$ cat config.mk
export PLATFORM = sky130hd
export DESIGN_NAME = clk_div_prog
export DESIGN_NICKNAME = d
export VERILOG_FILES = /design/src/rtl/clkdiv_pkg.sv /design/src/rtl/clk_div_core.sv /design/src/rtl/clk_div_prog.sv
export SDC_FILE = /design/constraint.sdc
export NUM_CORES = 1
export LEC_CHECK = 0
export ABC_AREA = 1
export BUFFER_PORTS_ARGS = -buffer_cell sky130_fd_sc_hd__buf_2
export CORE_MARGIN = 8
export CORE_UTILIZATION = 66
export CTS_CLUSTER_SIZE = 40
export DETAILED_ROUTE_END_ITERATION = 6
export GPL_ROUTABILITY_DRIVEN = 0
export GPL_TIMING_DRIVEN = 0
export PLACE_DENSITY = 0.86
export SYNTH_ARGS = -nofsm -noshare
export SYNTH_HDL_FRONTEND = slang
export SYNTH_SLANG_ARGS = --single-unit
export TNS_END_PERCENT = 10
$ cat constraint.sdc
create_clock -name clk -period 9.9 [get_ports clk]
set_input_delay 0.99 -clock clk [delete_from_list [all_inputs] [get_ports clk]]
set_output_delay 0.99 -clock clk [all_outputs]
set_load 0.05 [all_outputs]
$ cat src/rtl/clkdiv_pkg.sv
// Shared definitions for the programmable clock divider: FSM encoding and
// the smallest divisor that still yields a square wave.
package clkdiv_pkg;

    typedef enum logic [1:0] {
        IDLE = 2'd0,
        RUN  = 2'd1,
        PEND = 2'd2
    } state_t;

    localparam int DIV_MIN = 2;

endpackage

$ cat src/rtl/clk_div_core.sv
// Period counter for the divider: counts 0..div-1, flags the wrap and reports
// whether the next count lies in the high half of the period.
module clk_div_core #(
    parameter int               WIDTH   = 16,
    parameter logic [WIDTH-1:0] RST_CNT = '0
) (
    input  logic             clk,
    input  logic             rst_n,
    input  logic             run,
    input  logic             park,
    input  logic [WIDTH-1:0] div,
    input  logic [WIDTH-1:0] park_div,
    output logic             wrap,
    output logic             hi_next
);

    logic [WIDTH-1:0] cnt_q;
    logic [WIDTH-1:0] cnt_nx;
    logic [WIDTH:0]   half;

    // One extra bit keeps cnt+1 and div+1 from overflowing at all-ones.
    assign wrap    = ({1'b0, cnt_q} + (WIDTH+1)'(1)) >= {1'b0, div};
    assign cnt_nx  = wrap ? '0 : cnt_q + WIDTH'(1);
    assign half    = ({1'b0, div} + (WIDTH+1)'(1)) >> 1;
    assign hi_next = {1'b0, cnt_nx} < half;

    // Parking at div-1 makes the first enabled edge wrap straight to 0.
    always_ff @(posedge clk or negedge rst_n) begin
        if (!rst_n) begin
            cnt_q <= RST_CNT;
        end else if (park) begin
            cnt_q <= park_div - WIDTH'(1);
        end else if (run) begin
            cnt_q <= cnt_nx;
        end
    end

endmodule

$ cat src/rtl/clk_div_prog.sv
// Programmable clock divider: run/idle FSM, staged divisor and load/ack
// handshake around the period counter; all outputs are registered.
module clk_div_prog #(
    parameter int WIDTH       = 16,
    parameter int DEFAULT_DIV = 50000
) (
    input  logic             clk,
    input  logic             rst_n,
    input  logic             en,
    input  logic [WIDTH-1:0] div_in,
    input  logic             div_load,
    output logic             div_ack,
    output logic             err,
    output logic             clk_out,
    output logic             tick,
    output logic [WIDTH-1:0] div_cur
);
    import clkdiv_pkg::*;

    // Handshake: div_load is a one-cycle valid with no back-pressure (always
    // accepted). Each accepted value is answered by one div_ack pulse when it
    // becomes active (a later load before then replaces it); a value below
    // DIV_MIN is answered by one err pulse on the next cycle and dropped.

    state_t           state_q, state_nx;
    logic [WIDTH-1:0] div_cur_q, div_cur_nx;
    logic [WIDTH-1:0] staged_q, staged_nx;
    logic             ack_nx, err_nx, clk_nx, tick_nx;
    logic             run, park, wrap, hi_next;
    logic [WIDTH-1:0] park_div;
    logic             load_ok, load_bad;

    assign load_ok  = div_load && (div_in >= WIDTH'(DIV_MIN));
    assign load_bad = div_load && (div_in <  WIDTH'(DIV_MIN));
    assign div_cur  = div_cur_q;

    clk_div_core #(
        .WIDTH   (WIDTH),
        .RST_CNT (WIDTH'(DEFAULT_DIV - 1))
    ) u_core (
        .clk      (clk),
        .rst_n    (rst_n),
        .run      (run),
        .park     (park),
        .div      (div_cur_q),
        .park_div (park_div),
        .wrap     (wrap),
        .hi_next  (hi_next)
    );

    always_comb begin
        state_nx   = state_q;
        div_cur_nx = div_cur_q;
        staged_nx  = staged_q;
        ack_nx     = 1'b0;
        err_nx     = load_bad;
        clk_nx     = 1'b0;
        tick_nx    = 1'b0;
        run        = 1'b0;
        park       = 1'b0;
        park_div   = div_cur_q;
        case (state_q)
            IDLE: begin
                if (load_ok) begin
                    div_cur_nx = div_in;
                    ack_nx     = 1'b1;
                end
                if (en) begin
                    run      = 1'b1;
                    clk_nx   = 1'b1;
                    tick_nx  = 1'b1;
                    state_nx = RUN;
                end else begin
                    park     = 1'b1;
                    park_div = div_cur_nx;
                end
            end
            RUN, PEND: begin
                if (!en) begin
                    // Leaving run applies whatever is pending right away.
                    if (load_ok) begin
                        div_cur_nx = div_in;
                    end else if (state_q == PEND) begin
                        div_cur_nx = staged_q;
                    end
                    ack_nx   = load_ok || (state_q == PEND);
                    park     = 1'b1;
                    park_div = div_cur_nx;
                    state_nx = IDLE;
                end else begin
                    run     = 1'b1;
                    clk_nx  = hi_next;
                    tick_nx = wrap;
                    if ((state_q == PEND) && wrap) begin
                        div_cur_nx = staged_q;
                        ack_nx     = 1'b1;
                        state_nx   = RUN;
                    end
                    if (load_ok) begin
                        staged_nx = div_in;
                        state_nx  = PEND;
                    end
                end
            end
            default: state_nx = IDLE;
        endcase
    end

    always_ff @(posedge clk or negedge rst_n) begin
        if (!rst_n) begin
            state_q   <= IDLE;
            div_cur_q <= WIDTH'(DEFAULT_DIV);
            staged_q  <= '0;
            div_ack   <= 1'b0;
            err       <= 1'b0;
            clk_out   <= 1'b0;
            tick      <= 1'b0;
        end else begin
            state_q   <= state_nx;
            div_cur_q <= div_cur_nx;
            staged_q  <= staged_nx;
            div_ack   <= ack_nx;
            err       <= err_nx;
            clk_out   <= clk_nx;
            tick      <= tick_nx;
        end
    end

endmodule

=== Word level (Yosys, flattened, before mapping) ===
Cells that the tools add are included.

* Add/sub/neg operators: 4
* Order comparisons: 4
* Equality and inequality tests: 5
* Multiplexer cells: 29
* Reductions and logical operators: 12

{| class="wikitable"
|+ Operator list
! cell !! number
|-
| 2-to-1 mux 16 bit || 10
|-
| case mux 16 bit (2 select lines) || 2
|-
| adder 16 x 1 -> 17 bit (second input constant) || 2
|-
| greater-or-equal comparator 17 x 16 -> 1 bit || 1
|-
| adder 16 x 1 -> 16 bit (second input constant) || 1
|-
| greater-or-equal comparator 16 x 2 -> 1 bit (second input constant) || 1
|-
| less-than comparator 16 bit || 1
|-
| less-than comparator 16 x 2 -> 1 bit (second input constant) || 1
|-
| subtractor 16 x 1 -> 16 bit (second input constant) || 1
|-
| 2-to-1 mux 1 bit || 9
|-
| 2-to-1 mux 2 bit || 4
|-
| case mux 1 bit (2 select lines) || 3
|-
| != test 4 bit (second input constant) || 1
|-
| case mux 2 bit (2 select lines) || 1
|-
| AND reduction 2 bit || 2
|-
| nonzero test 2 bit || 2
|-
| logical AND 1 bit || 3
|-
| != test 3 bit (second input constant) || 1
|-
| AND reduction 3 bit || 1
|-
| OR reduction 3 bit || 1
|-
| equality test 2 x 1 -> 1 bit (second input constant) || 1
|-
| equality test 2 bit (second input constant) || 1
|-
| logical NOT 2 bit || 1
|-
| != test 2 bit (second input constant) || 1
|-
| 2 further kinds || 2
|}

* Flip-flop bits (word level): 54
* Input bits: 20
* Output and inout bits: 20
* Logic and storage cells: 62

=== Depth between registers and ports, before layout ===
Gate-level depths: netlist of the first run.

* Word-level depth: 7
* Depth in mapped cells: 30
* Depth with buffers taken out: 30

=== Hierarchy ===
From an unflattened synthesis of the first run, not the netlist that was laid out.

* Cell total of the unflattened synthesis: 840
* Area, all modules: 5,408.9 µm²

{| class="wikitable"
|+ Modules (own cells, without submodules)
! module !! instances !! cells an instance !! area an instance (µm²) !! sequential area each (µm²)
|-
| clk_div_prog || 1 || 471 || 2,962.8 || 958.4
|-
| clk_div_core || 1 || 369 || 2,446.1 || 411.6
|}

=== Worst setup path before layout of the first run ===
OpenSTA, ideal clock, no wires.

* Kind: register to register
* From: register u_core.cnt_q[0]
* To: register clk_out
* Setup time: 77 ps
* Arrival: 3,733 ps
* Data required time: 9,823 ps
* Slack: 6,089 ps
* Stages on the path, launching flop included: 27
* Path buffers: 1
* Period minus slack after synthesis: 3,811 ps
* Cell sequence: dfstp_2 > ha_1 > nand2_1 > nor2_1 > nand3b_1 > nor2_1 > inv_1 > nor3_1 > inv_1 > nor2_1 > xnor2_1 > inv_1 > ha_1 > a21oi_1 > o21bai_1 > a21oi_1 > nand3_2 > buf_2 > nor2_1 > ha_1 > nand2_1 > o21ai_0 > nand3_1 > a21oi_1 > a2111oi_0 > nand2_1 > a21oi_1

* Word-level cells in the longest chain between the ends: 6
* Elaborated cells on any way between the ends: 7
* Classes of those cells: add/sub (2); order compare (2); mux (3)

{| class="wikitable"
|+ Ends and longest elaborated chain
! what !! RTL line !! RTL
|-
| start: declaration || clk_div_core.sv:17 || <nowiki>logic [WIDTH-1:0] cnt_q;</nowiki>
|-
| start signal: assignment || clk_div_core.sv:32 || <nowiki>cnt_q <= park_div - WIDTH'(1);</nowiki>
|-
| start signal: assignment || clk_div_core.sv:34 || <nowiki>cnt_q <= cnt_nx;</nowiki>
|-
| adder 16 x 1 -> 17 bit || clk_div_core.sv:22 || <nowiki>assign wrap = ({1'b0, cnt_q} + (WIDTH+1)'(1)) >= {1'b0, div};</nowiki>
|-
| greater-or-equal comparator 17 x 16 -> 1 bit || clk_div_core.sv:22 ||
|-
| 2-to-1 mux 16 bit * || clk_div_core.sv:23 || <nowiki>assign cnt_nx = wrap ? '0 : cnt_q + WIDTH'(1);</nowiki>
|-
| less-than comparator 16 bit * || clk_div_core.sv:25 || <nowiki>assign hi_next = {1'b0, cnt_nx} < half;</nowiki>
|-
| 2-to-1 mux 1 bit * || clk_div_prog.sv:79 || <nowiki>if (!en) begin</nowiki>
|-
| case mux 1 bit (2 select lines) * || clk_div_prog.sv:62 || <nowiki>case (state_q)</nowiki>
|-
| via clk_nx || clk_div_prog.sv:28 || <nowiki>logic ack_nx, err_nx, clk_nx, tick_nx;</nowiki>
|-
| end signal: assignment || clk_div_prog.sv:124 || <nowiki>clk_out <= clk_nx;</nowiki>
|-
| end: declaration || clk_div_prog.sv:14 || <nowiki>output logic clk_out,</nowiki>
|}

The timed path passes the listed nets; every way through them passes the cells marked *.
A chain may end at the register's enable or synchronous reset.

=== Final worst setup path of the first run ===
Ends and elaborated chain as after synthesis.

==> results of run 1 <==
-- sequential cells by signal (all words and copies together) (netlist names) --
| signal | count |
|---|---|
| err | 1 |
| state_q | 2 |
| clk_out | 1 |
| tick | 1 |
| staged_q | 16 |
| div_ack | 1 |
| div_cur | 16 |
| u_core.cnt_q | 16 |
-- per-layer routing --
layer	up-vias	global-route usage (%)	wire length [um]
li1	2765	-	-
met1	2677	36.7	6390
met2	367	48.0	7470
met3	49	3.51	1390
met4	0	10.9	476
met5	-	0	0
-- worst max-delay path by stage --
stage / startpoint / end / slack [ps] / cells past startpoint
after floorplan: u_core.cnt_q[0]$_DFFE_PN1P_ / clk_out$_DFF_PN0_ / 6090 / 26
after global placement: u_core.cnt_q[0]$_DFFE_PN1P_ / clk_out$_DFF_PN0_ / 5460 / 26
after detailed placement: u_core.cnt_q[0]$_DFFE_PN1P_ / clk_out$_DFF_PN0_ / 5330 / 26
after CTS: u_core.cnt_q[0]$_DFFE_PN1P_ / clk_out$_DFF_PN0_ / 5280 / 26
after global routing: u_core.cnt_q[0]$_DFFE_PN1P_ / clk_out$_DFF_PN0_ / 4850 / 26
final: u_core.cnt_q[0]$_DFFE_PN1P_ / clk_out$_DFF_PN0_ / 5290 / 26
-- metrics by stage --
stage	std cells	worst slack, ps	hold WS, ps	utilization (%)
after detailed placement	968	5330	496	70.8
after global routing	976	4850	525	72.0
after global placement	968	5460	476	70.8
after CTS	976	5280	512	72.0
final	976	5290	513	72.0
after floorplan	824	6090	467	-
-- area by class of cell --
class	count	area, sq um
plain buffers	31	181
clock buffers	6	82.6
inverters	100	375
repair buffers	39	198
well taps	105	131
fillers	684	2240
multi-input cells	639	3420
flip-flops and latches	54	1370
clock inverters	2	16.3
-- layout by cell type (no fill, tap or decap), drive strengths merged --
cell and n:
dfstp 15, and2 1, nor4 1, xnor2 2, o22ai 2, a2111oi 1
xor2 18, ha 38, or2 1, clkbuf 22, o21bai 2, nand2 290
a21oi 33, clkinvlp 1, a22oi 3, o211ai 1, o21ai 85, nor2 81
o21a 2, inv 100, nor3 10, buf 54, clkinv 1, a211oi 2
a41oi 16, nand3b 2, dfrtp 39, a21boi 2, nand4 8, o31ai 1
nand3 35, a31o 1, o221ai 1
-- cell usage after synthesis (7+ instances only) --
cell	n
nand4_1	7
a41oi_1	16
dfstp_2	15
inv_1	86
ha_1	38
inv_2	13
buf_2	7
nand2_1	277
dfrtp_1	39
o21ai_1	20
nand3_1	30
clkbuf_1	16
xor2_1	18
nor2_2	9
o21ai_0	61
nor2_1	68
a21oi_1	31
nand2_2	11
-- logic make-up after synthesis --
kind of cell / count (synthesis)
xor+xnor: 20
buf+inv: 131
flops: 54
simple gates: 429
fa+ha+maj: 38
compound gates: 152
-- critical path: stages (launching register included) --
cell       delay, ps
dfstp_2          570
ha_1             190
nand2_1           70
nor2_1           260
nand3b_1         150
nor2_1           150
inv_1             90
nor3_1           140
inv_1             80
nor2_1           120
xnor2_1          160
inv_1             70
ha_1             290
a21oi_1          160
o21bai_1         100
a21oi_1          210
nand3_2          180
buf_2            250
nor2_1           180
ha_1             260
nand2_1           70
o21ai_0           90
nand3_1           70
a21oi_1           60
a2111oi_0        280
nand2_1          110
a21oi_1          160
==> run_summary.xml, run 1 <==
<?xml version="1.0" encoding="UTF-8"?>
<metrics>
  <group name="clock_network">
    <metric name="number_of_cts_inserted_buffers" unit="">5</metric>
    <metric name="post_cts_buffers" unit="">0</metric>
    <metric name="numClockSinks" unit="">54</metric>
    <metric name="max-clock-path-buffers" unit="">2</metric>
    <metric name="hold_fix_buffers_at_cts" unit="">0</metric>
    <metric name="tritoncts" unit="">built</metric>
    <metric name="cts.clk_slew.worst_paths" unit="ps">110</metric>
    <metric name="clk_latency" unit="ps">320</metric>
    <metric name="clk_root_buffer_cell" unit="">clkbuf_8</metric>
    <metric name="cts_resized" unit="">0</metric>
    <metric name="cts-htree-levels" unit="">2</metric>
  </group>
  <group name="timing">
    <metric name="rsz0062_at_grt" unit="">false</metric>
    <metric name="slew_violations" unit="">0</metric>
    <metric name="max_clock_freq" unit="MHz">217</metric>
    <metric name="report.final.hold_viol_count" unit="">0</metric>
    <metric name="tns" unit="ps">0</metric>
    <metric name="layout_min_cycle_time" unit="ps">4610</metric>
    <metric name="transition_time_of_the_tightest_slew_check_pin" unit="ps">727</metric>
    <metric name="timing.max_slew.rel_slack" unit="%">51.5</metric>
    <metric name="finalCritPeriodShare" unit="%">46.5</metric>
    <metric name="setup_viol_count_final" unit="">0</metric>
    <metric name="setup_skew_after_layout" unit="ps">8.35</metric>
  </group>
  <group name="synthesis">
    <metric name="synth_compound_area_share" unit="%">16.8</metric>
    <metric name="synthMuxAreaShare" unit="%">0</metric>
    <metric name="netlist_area" unit="sq mm">0.00534</metric>
    <metric name="synth.avg_cell_area" unit="sq um">6.48</metric>
    <metric name="yosys.area_share.adder" unit="%">8.90</metric>
    <metric name="synthesis.yosys.warnings" unit="">0</metric>
    <metric name="synth.net_count" unit="">882</metric>
    <metric name="cell_type_with_the_highest_aggregate_area_in_the_netlist" unit="">nand2_1</metric>
    <metric name="synthDistinctLibCells" unit="">48</metric>
    <metric name="edff_count_synth" unit="">0</metric>
    <metric name="synth_simple_gate_area_share" unit="%">35.0</metric>
    <metric name="xor_and_xnor_area_share_after_synthesis" unit="%">3.28</metric>
    <metric name="synthesis.instances" unit="">824</metric>
    <metric name="synthDominantCellAreaShare" unit="%">19.5</metric>
    <metric name="synthTopCellsByArea" unit="">nand2_1, dfrtp_1, ha_1</metric>
    <metric name="post_synth_top_flop" unit="">dfrtp_1</metric>
    <metric name="seq_area_frac_synth" unit="%">25.6</metric>
    <metric name="asyncSetResetFlopFracSynth" unit="%">100</metric>
    <metric name="largest_family_of_logic_cells_by_synthesized_area" unit="">simple AND/OR/NAND/NOR gates</metric>
    <metric name="synth-seq-cells" unit="">54</metric>
  </group>
  <group name="global_routing">
    <metric name="wire_length_of_the_first_global_routing_pass" unit="mm">26.9</metric>
    <metric name="grt_use_total" unit="%">28.6</metric>
    <metric name="grt_overflow" unit="">0</metric>
    <metric name="first_global_vias" unit="">5715</metric>
    <metric name="number_of_antenna_violations_at_the_first_check_in_global_routing" unit="">0</metric>
    <metric name="grt_start_max_net_pins" unit="">55</metric>
  </group>
  <group name="placed_design">
    <metric name="hpwl" unit="mm">12.4</metric>
    <metric name="port_buffers" unit="">39</metric>
    <metric name="dpl-instance-area" unit="sq mm">0.00567</metric>
  </group>
  <group name="route">
    <metric name="drcViolationCount" unit="">11</metric>
    <metric name="detail_route.first_pass.iterations" unit="">7</metric>
    <metric name="drt-vias-per-instance" unit="">6.00</metric>
    <metric name="total_number_of_vias" unit="">5858</metric>
    <metric name="drt_first_iter_violations" unit="">627</metric>
    <metric name="drt.antenna.violating_nets" unit="">0</metric>
    <metric name="finalWirelength" unit="mm">15.7</metric>
    <metric name="routed_wire_length_per_instance" unit="um">16.1</metric>
  </group>
  <group name="floorplan">
    <metric name="die_x" unit="um">106</metric>
    <metric name="coreArea" unit="sq mm">0.00801</metric>
    <metric name="fp-row-count" unit="">33</metric>
    <metric name="die_h" unit="um">106</metric>
    <metric name="boundaryPins" unit="">40</metric>
    <metric name="die_area" unit="sq mm">0.0112</metric>
    <metric name="start_util" unit="%">66.7</metric>
  </group>
  <group name="cells_and_area">
    <metric name="post_route_cells_drive_above_1_share" unit="%">15.7</metric>
    <metric name="synthToLayoutAreaGrowth" unit="%">8.01</metric>
    <metric name="diodes" unit="">0</metric>
    <metric name="fin_nets" unit="">928</metric>
    <metric name="design_area" unit="sq mm">0.00577</metric>
  </group>
  <group name="run_status">
    <metric name="status" unit="">finished with violations</metric>
    <metric name="violations" unit="">DRC</metric>
  </group>
  <group name="min_path">
    <metric name="hold-path-cell-count" unit="">2</metric>
    <metric name="hold-path-endpoint" unit="">u_core.cnt_q[9]$_DFFE_PN1P_</metric>
    <metric name="worst_hold_startpoint" unit="">u_core.cnt_q[9]$_DFFE_PN1P_</metric>
    <metric name="timing.hold.worst.class" unit="">reg -&gt; reg</metric>
  </group>
  <group name="critical_path">
    <metric name="crit-reg2reg-launch" unit="">u_core.cnt_q[0]$_DFFE_PN1P_</metric>
    <metric name="start_kind" unit="">register</metric>
    <metric name="end_kind" unit="">register</metric>
    <metric name="path_class" unit="">reg -&gt; reg</metric>
    <metric name="ff2ff_setup_slack" unit="ps">5290</metric>
    <metric name="timing.rr.end" unit="">clk_out$_DFF_PN0_</metric>
    <metric name="cp_data_required_time" unit="ps">10140</metric>
    <metric name="critical_path_peak_fanout" unit="">10</metric>
    <metric name="cp_data_arrival_time" unit="ps">4850</metric>
    <metric name="ff2ff_path_depth" unit="">26</metric>
  </group>
  <group name="job">
    <metric name="cap_violations" unit="">0</metric>
  </group>
</metrics>
Power of run 1 is left out: the tool's default activity adds up to more than one toggle a clock period on the data nets, which glitch-free logic cannot reach.
==> inputs of run 2 (changes only) <==
- CORE_UTILIZATION: 66 -> 62
- PLACE_DENSITY: 0.86 -> 0.82
- clock period: 9.9 -> 4.4 ns (I/O delays scaled with it)
==> run 2 against run 1 <==
  * Cell count up 1.6%
  * Via count down 0.65%
  * The flow now finishes without violations
  * Clock-buffer cell count unchanged
  * First-iteration DRC count down 27%
  * Largest cell class unchanged
  * Worst hold slack worse by 350 ps
  * Clock skew down 0.69 ps
  * Design area up 6.0%
  * Flip-flop and latch count unchanged
  * Die area up 5.5%
  * Register-to-register slack worse by 5200 ps
==> run_summary.xml, run 2 (synthesis gave the netlist of run 1 again) <==
<?xml version="1.0" encoding="UTF-8"?>
<metrics>
  <group name="run_status">
    <metric name="status" unit="">complete, no violations</metric>
  </group>
  <group name="clock_network">
    <metric name="numClockSinks" unit="">54</metric>
    <metric name="clk_root_buffer_cell" unit="">clkbuf_8</metric>
    <metric name="tritoncts" unit="">built</metric>
    <metric name="cts.clk_slew.worst_paths" unit="ps">110</metric>
    <metric name="number_of_cts_inserted_buffers" unit="">5</metric>
    <metric name="max-clock-path-buffers" unit="">2</metric>
    <metric name="clk_latency" unit="ps">320</metric>
    <metric name="cts-htree-levels" unit="">2</metric>
  </group>
  <group name="floorplan">
    <metric name="die_x" unit="um">109</metric>
    <metric name="fp-row-count" unit="">34</metric>
    <metric name="die_h" unit="um">109</metric>
    <metric name="boundaryPins" unit="">40</metric>
    <metric name="die_area" unit="sq mm">0.0118</metric>
    <metric name="coreArea" unit="sq mm">0.00855</metric>
    <metric name="start_util" unit="%">62.5</metric>
  </group>
  <group name="global_routing">
    <metric name="wire_length_of_the_first_global_routing_pass" unit="mm">26.5</metric>
    <metric name="grt_use_total" unit="%">27.6</metric>
    <metric name="number_of_antenna_violations_at_the_first_check_in_global_routing" unit="">0</metric>
    <metric name="first_global_vias" unit="">5642</metric>
    <metric name="grt_overflow" unit="">0</metric>
    <metric name="grt_start_max_net_pins" unit="">55</metric>
  </group>
  <group name="cells_and_area">
    <metric name="synthToLayoutAreaGrowth" unit="%">14.5</metric>
    <metric name="fin_nets" unit="">941</metric>
    <metric name="commonest_cells_after_routing_fill_and_taps_aside" unit="">nand2_1, inv_1, nor2_1</metric>
    <metric name="final_common_cell" unit="">nand2_1</metric>
    <metric name="fill_cell_total_of_the_finished_layout" unit="">704</metric>
    <metric name="finalCoreUtilization" unit="%">71.6</metric>
    <metric name="diodes" unit="">0</metric>
    <metric name="post_route_cells_drive_above_1_share" unit="%">20.8</metric>
  </group>
  <group name="critical_path">
    <metric name="end_kind" unit="">register</metric>
    <metric name="crit_path_frequent_cell" unit="">a21oi_2</metric>
    <metric name="cp_data_required_time" unit="ps">4650</metric>
    <metric name="cp_data_arrival_time" unit="ps">4600</metric>
    <metric name="path_class" unit="">reg -&gt; reg</metric>
    <metric name="start_kind" unit="">register</metric>
    <metric name="critical_path_peak_fanout" unit="">4</metric>
    <metric name="ff2ff_path_depth" unit="">26</metric>
    <metric name="worst_path_max_delay_cell" unit="">dfstp_2</metric>
    <metric name="critical_path_buf_inv_count" unit="">7</metric>
    <metric name="path_delay_family" unit="">simple AND/OR/NAND/NOR gates</metric>
    <metric name="worstSetupPathDepth" unit="">26</metric>
    <metric name="cpPeakStageDelay" unit="ps">570</metric>
  </group>
  <group name="placed_design">
    <metric name="hpwl" unit="mm">12.2</metric>
    <metric name="port_buffers" unit="">39</metric>
  </group>
  <group name="route">
    <metric name="drt-vias-per-instance" unit="">5.87</metric>
    <metric name="drcViolationCount" unit="">0</metric>
    <metric name="detail_route.first_pass.iterations" unit="">5</metric>
    <metric name="routed_wire_length_per_instance" unit="um">16.4</metric>
    <metric name="total_number_of_vias" unit="">5820</metric>
    <metric name="drt_first_iter_violations" unit="">456</metric>
    <metric name="finalWirelength" unit="mm">16.3</metric>
    <metric name="drt.antenna.violating_nets" unit="">0</metric>
  </group>
  <group name="timing">
    <metric name="setup_skew_after_layout" unit="ps">7.66</metric>
    <metric name="setup_viol_count_final" unit="">0</metric>
    <metric name="slew_violations" unit="">0</metric>
    <metric name="layout_min_cycle_time" unit="ps">4350</metric>
    <metric name="report.final.hold_viol_count" unit="">0</metric>
    <metric name="transition_time_of_the_tightest_slew_check_pin" unit="ps">709</metric>
    <metric name="rsz0062_at_grt" unit="">true</metric>
    <metric name="max_clock_freq" unit="MHz">230</metric>
    <metric name="timing.max_slew.rel_slack" unit="%">52.7</metric>
    <metric name="finalCritPeriodShare" unit="%">98.9</metric>
  </group>
  <group name="min_path">
    <metric name="timing.hold.worst.class" unit="">in -&gt; async</metric>
  </group>
  <group name="job">
    <metric name="cap_violations" unit="">0</metric>
  </group>
</metrics>
-- run 2: cell type report --
class                           count  area, sq um  area share, %
Multi-Input combinational cell    639         3630           59.4
Sequential cell                    54         1370           22.4
Inverter                          100          378           6.18
Timing Repair Buffer               52          299           4.89
Buffer                             31          191           3.13
Tap cell                          108          135           2.21
Clock buffer                        6         72.6           1.19
Clock inverter                      2         37.5          0.613
-- run 2: metal layers --
metal  GRT usage [%]  wire length [um]  vias to the layer above
li1                -                 -                     2790
met2            46.6              7830                      311
met5               0                 0                        -
met1            35.0              6560                     2655
met4            9.78               547                        0
met3            4.31              1360                       64
-- run 2: worst paths after layout --
kind | start | end | slack [ps]
hold reg to reg | u_core.cnt_q[9]$_DFFE_PN1P_ | u_core.cnt_q[9]$_DFFE_PN1P_ | 510
setup reg to reg | u_core.cnt_q[0]$_DFFE_PN1P_ | clk_out$_DFF_PN0_ | 50
hold / removal | rst_n | u_core.cnt_q[4]$_DFFE_PN0P_ | 160
setup / recovery | u_core.cnt_q[0]$_DFFE_PN1P_ | clk_out$_DFF_PN0_ | 50
min in group clk | div_load | err$_DFF_PN0_ | 370
max in group asynchronous | rst_n | div_cur[11]$_DFFE_PN0P_ | 3760
-- run 2: stage by stage --
| step | TNS, ps | setup slack (ps) | instance area (sq um) | hold WS, ps | std cells |
|---|---|---|---|---|---|
| 2_1_floorplan | 0 | 589 | 5340 | 144 | 824 |
| 3_3_place_gp | -52.6 | -52.6 | 5670 | 476 | 971 |
| 3_5_place_dp | -146 | -146 | 5670 | 489 | 971 |
| 4_1_cts | 0 | 13.3 | 5800 | 378 | 979 |
| 5_1_grt | -215 | -215 | 6120 | 225 | 992 |
| 6_report | 0 | 47.0 | 6120 | 164 | 992 |
-- run 2: repair_timing --
item | in CTS | in global routing
hold buffers | 0 | 0
resized for setup | 5 | 44
setup endpoints to repair | 1 | 1
cloned | 0 | 0
pin swaps | 0 | 22
buffers inserted | 0 | 13
-- run 2: worst register-to-register path, cell delays in order, from the launching register on --
cell and delay [ps]:
dfstp_2 570, inv_2 70, nor3_4 220, nand4_2 150
nor2_2 160, inv_2 60, nor2_4 130, nand3_4 100
nor3_4 240, nand2_2 100, xor2_2 220, inv_2 70
ha_4 230, inv_1 80, o21bai_2 90, a21oi_2 190
nand3_4 140, inv_4 110, buf_4 100, nand2_1 70
inv_1 110, ha_4 220, a21oi_2 150, a21oi_2 70
a2111oi_2 340, nand2_1 140, a21oi_2 170
Power of run 2 is left out for the same reason.
